`src/rtl/branch_redirect_ctrl.sv`:
```
// branch_redirect_ctrl: turns a resolved EX-stage branch or jump into a
// PC redirect followed by a programmable number of wrong-path squash cycles.
// Optional macro BRANCH_STATS_EN enables the conditional-branch counters
// br_count / br_taken_count; without it both ports read as constant 0.
module branch_redirect_ctrl #(
   parameter int XLEN          = 32,
   parameter int SQUASH_CYCLES = 1
) (
   input  logic            clk,
   input  logic            rst,
   input  logic            ex_valid,
   input  logic [2:0]      ex_itype,
   input  logic            ex_jump,
   input  logic            branchtaken,
   input  logic [XLEN-1:0] ex_target,
   input  logic            pipe_stall,
   output logic            pc_sel,
   output logic [XLEN-1:0] pc_target,
   output logic            flush_ifid,
   output logic            flush_idex,
   output logic            redirect_busy,
   output logic [31:0]     br_count,
   output logic [31:0]     br_taken_count
);

   typedef enum logic [1:0] {
      IDLE     = 2'd0,
      REDIRECT = 2'd1,
      SQUASH   = 2'd2
   } state_t;

   localparam logic [2:0] SQ_INIT = 3'(SQUASH_CYCLES);

   state_t     state;
   logic [2:0] sq_cnt;
   logic       accept;
   logic       is_br;
   logic       redirect;

   // Resolutions are only looked at in IDLE; in the other states the EX
   // stage holds wrong-path instructions.
   assign accept   = (state == IDLE) && ex_valid && !pipe_stall;
   assign is_br    = (ex_itype == 3'd4);
   assign redirect = accept && ((is_br && branchtaken) || ex_jump);

   // Redirect FSM with registered control outputs and latched target.
   always_ff @(posedge clk) begin
      if (rst) begin
         state         <= IDLE;
         sq_cnt        <= 3'd0;
         pc_target     <= '0;
         pc_sel        <= 1'b0;
         flush_ifid    <= 1'b0;
         flush_idex    <= 1'b0;
         redirect_busy <= 1'b0;
      end else begin
         case (state)
            IDLE: begin
               if (redirect) begin
                  state         <= REDIRECT;
                  pc_target     <= ex_target;
                  pc_sel        <= 1'b1;
                  flush_ifid    <= 1'b1;
                  flush_idex    <= 1'b1;
                  redirect_busy <= 1'b1;
               end
            end
            REDIRECT: begin
               if (!pipe_stall) begin
                  pc_sel     <= 1'b0;
                  flush_ifid <= 1'b0;
                  if (SQUASH_CYCLES > 0) begin
                     state         <= SQUASH;
                     sq_cnt        <= SQ_INIT;
                     flush_idex    <= 1'b1;
                     redirect_busy <= 1'b1;
                  end else begin
                     state         <= IDLE;
                     flush_idex    <= 1'b0;
                     redirect_busy <= 1'b0;
                  end
               end
            end
            SQUASH: begin
               if (!pipe_stall) begin
                  // A count of 0 cannot occur here; treating it like 1 keeps
                  // the FSM from getting stuck if it ever did.
                  if (sq_cnt <= 3'd1) begin
                     state         <= IDLE;
                     sq_cnt        <= 3'd0;
                     flush_idex    <= 1'b0;
                     redirect_busy <= 1'b0;
                  end else begin
                     sq_cnt <= sq_cnt - 3'd1;
                  end
               end
            end
            default: begin
               state         <= IDLE;
               sq_cnt        <= 3'd0;
               pc_sel        <= 1'b0;
               flush_ifid    <= 1'b0;
               flush_idex    <= 1'b0;
               redirect_busy <= 1'b0;
            end
         endcase
      end
   end

`ifdef BRANCH_STATS_EN
   // Count accepted conditional branches and the taken subset; both wrap.
   always_ff @(posedge clk) begin
      if (rst) begin
         br_count       <= 32'd0;
         br_taken_count <= 32'd0;
      end else if (accept && is_br) begin
         br_count <= br_count + 32'd1;
         if (branchtaken) begin
            br_taken_count <= br_taken_count + 32'd1;
         end
      end
   end
`else
   assign br_count       = 32'd0;
   assign br_taken_count = 32'd0;
`endif

endmodule

```
`config.mk`:
```
export PLATFORM = sky130hd
export DESIGN_NAME = branch_redirect_ctrl
export DESIGN_NICKNAME = d
export VERILOG_FILES = /design/src/rtl/branch_redirect_ctrl.sv
export SDC_FILE = /design/constraint.sdc
export NUM_CORES = 1
export LEC_CHECK = 0
export CELL_PAD_IN_SITES_DETAIL_PLACEMENT = 1
export CELL_PAD_IN_SITES_GLOBAL_PLACEMENT = 1
export CORE_MARGIN = 1
export CORE_UTILIZATION = 24
export DETAILED_ROUTE_END_ITERATION = 10
export GPL_ROUTABILITY_DRIVEN = 1
export GPL_TIMING_DRIVEN = 0
export MAX_ROUTING_LAYER = met4
export PLACE_DENSITY_LB_ADDON = 0.1
export SLEW_MARGIN = 20
export SYNTH_ARGS = -nofsm -noshare
export SYNTH_HDL_FRONTEND = slang
export SYNTH_SLANG_ARGS = --single-unit
```
`constraint.sdc`:
```
create_clock -name clk -period 2 [get_ports clk]
set_input_delay 0.4 -clock clk [delete_from_list [all_inputs] [get_ports clk]]
set_output_delay 0.4 -clock clk [all_outputs]
set_load 0.02 [all_outputs]
```
==> results.py <==
metrics = {
    "final_layout": {
        "final_cells": 517,
        "layout.nets": 456,
        "final_core_util_pct": 38.9,
        "antenna_cells": 0,
        "layout-drive-gt1-share_pct": 20.8,
        "syn_to_final_growth_pct": 57.8,
    },
    "detailed_routing": {
        "drt_iter0_drc": 23,
        "post-route-drc-count": 0,
        "drt_wl_total_um": 5340,
        "wl_per_cell_um": 10.3,
        "dr.pass1.iters": 4,
        "vias": 1913,
        "postRouteAntennaNets": 0,
        "viasPerCell": 3.70,
    },
    "min_path": {
        "hold_path.class": "flop to flop",
        "hold_depth": 2,
    },
    "floorplan": {
        "ios": 141,
        "die_height_um": 96.4,
        "initial_core_util_pct": 24.6,
        "core_um2": 8680,
        "rows": 34,
        "die_w_um": 96.4,
        "dieArea_um2": 9290,
    },
    "clock_tree": {
        "clockRootBuffer": "clkbuf_8",
        "cts.sinks": 39,
        "cts_tree": "yes",
        "clk_latency_ns": 0.29,
        "clockBufferDepth": 2,
        "cts_buffers": 5,
        "cts.reportedPaths.clkPinSlew_ns": 0.08,
        "post_cts.repair.setup_buffers": 0,
        "holdBufCountCts": 0,
        "ctsHtreeMaxLevel": 2,
        "cts_resized": 0,
    },
    "logic_synthesis": {
        "synthFlopType": "dfxtp_1",
        "synth_top_area_share_pct": 36.5,
        "syn_area_um2": 2140,
        "yosysMostFrequentCell": "buf_4",
        "ys_types": 29,
        "ys_seq_area_share_pct": 36.5,
        "synth.yosys.warnings": 0,
        "yosysTopAreaCell": "dfxtp_1",
        "synth-edff-count": 0,
        "synth_area_leaders": "dfxtp_1, buf_4, nand2_1",
        "avgSynthCellArea_um2": 8.13,
        "synth_seq_cells": 39,
        "async_flop_share_pct": 0,
        "netlist_instances": 263,
        "ys_top_cells_by_count": "buf_4, nand2_1, dfxtp_1",
    },
    "setup_path": {
        "reg2reg_depth": 6,
        "endpoint": "pc_target[30]",
        "crit_path_end_kind": "flop",
        "crit_chain": "clkdlybuf4s50_1 > clkbuf_1 > clkbuf_1 > a21oi_1",
        "critPathMaxFanout": 10,
        "path_class": "input pin to flop",
        "cp-start-kind": "input pin",
        "r2r_end": "sq_cnt[2]",
        "crit_path_start": "rst",
        "crit_top_cell": "clkbuf_1",
        "crit_buf_inv": 3,
        "rrSetupSlack_ns": 0.35,
        "r2r_start": "state[0]",
        "crit_arrival_ns": 1.89,
        "slowest_stage": "clkdlybuf4s50_1",
        "path_delay_family": "buffers and inverters",
        "slowest_delay_ns": 0.54,
        "critical_path_required_ns": 2.15,
        "crit_cells": 4,
    },
    "global_route": {
        "antenna_found_initial": 0,
        "grt_pass1_wl_um": 8050,
        "grt_overflow": 0,
        "grt_max_degree": 12,
        "grt.total_usage_pct": 11.6,
        "grt_pass1_vias": 1722,
    },
    "timing": {
        "final_hold_viol_count": 0,
        "layout_min_cycle_time_ns": 1.74,
        "rsz0062_at_grt": "false",
        "worst_pin_slew_ns": 0.545,
        "min_period_over_period_pct": 86.8,
        "holdWs_ns": 0.459,
        "fin_ws_ns": 0.265,
        "finalMaxSlewViolations": 0,
        "skew_ns": 0.00546,
        "setup_viol": 0,
        "fmax_ghz": 0.576,
        "maxSlewHeadroom_pct": 63.7,
    },
    "placement": {
        "placed_cells": 510,
        "place_ws_ns": -0.0808,
        "gp_congestion": 0.685,
        "dp_hpwl_um": 4190,
        "port_buffers": 76,
    },
    "pwr": {
        "peakVddDrop_mv": 0.337,
        "power_density_nw_per_um2": 734,
        "power_leakage_nw": 1.47,
        "power_w": 0.00248,
    },
    "job": {
        "maxCapViolations": 0,
    },
    "status": {
        "outcome": "finished, final reports clean",
    },
}
cells by family after synthesis:
family	synth area share, %
compound gates	13.8
buf+inv	27.4
mux	1.40
flops	36.5
fa+ha+maj	3.51
simple gates	17.2
other cells	0.175
layout by cell type, fill, tap and decap left out, drive strengths merged, types with 2 or more instances in the layout:
cell type and instances:
inv 5, nand2 68, clkdlybuf4s50 76, buf 72, ha 6, mux2i 3
clkbuf 10, o21ai 3, and3b 2, nor2b 2, dfxtp 39, o21bai 2
conb 64, o21a 2, nor2 3, a21oi 38, nand2b 5
through the flow:
stage / setup TNS [ns] / cell area (µm²)
after floorplan: 0 / 2370
final: 0 / 3370
after CTS: 0 / 3370
after global routing: 0 / 3370
after detailed placement: -1.24 / 3270
after global placement: -1.24 / 3270
worst reg2reg max path: cells and delay by family, from the launching register on:
family                     cells  cell delay, ns
AOI/OAI and AO/OA              3            0.46
DFF                            1            0.40
and+or+nand+nor                1            0.30
adders and majority gates      1            0.28
buffers and inverters          1            0.08
how the worst min path moves through the flow:
stage / start / end / slack (ns)
2_1_floorplan: sq_cnt[1] / sq_cnt[1] / 0.46
3_3_place_gp: pc_target[23] / pc_target[23] / 0.44
3_5_place_dp: pc_target[12] / pc_target[12] / 0.45
4_1_cts: pc_target[11] / pc_target[11] / 0.46
5_1_grt: pc_target[26] / pc_target[26] / 0.48
6_report: pc_target[20] / pc_target[20] / 0.46
routing by layer:
metal / share of wire [%] / GRT usage, % / vias to the layer above
met5: 0 / - / -
met4: 0.58 / 3.31 / 0
met3: 11 / 4.54 / 2
met2: 46 / 18.6 / 80
met1: 42 / 13.4 / 832
li1: - / - / 999
cell type report:
class                   instances  area [µm²]
multi-input cells             206        1010
clock inverters                 1        30.0
clock buffers                   6        72.6
inverters                       5        18.8
flip-flops and latches         39         781
plain buffers                  76         567
fillers                      1075        5310
well taps                     108         135
repair buffers                 76         761
registers in the layout, summed over array words and instances (netlist names):
register / count
state: 2
redirect_busy: 1
sq_cnt: 3
pc_target: 32
flush_ifid: 1
where the power goes:
group          internal [W]  switching [W]
clock              0.000366       0.000273
sequential         0.000849      0.0000474
combinational      0.000454       0.000487
Note: power is estimated with default switching activity, not from simulation.
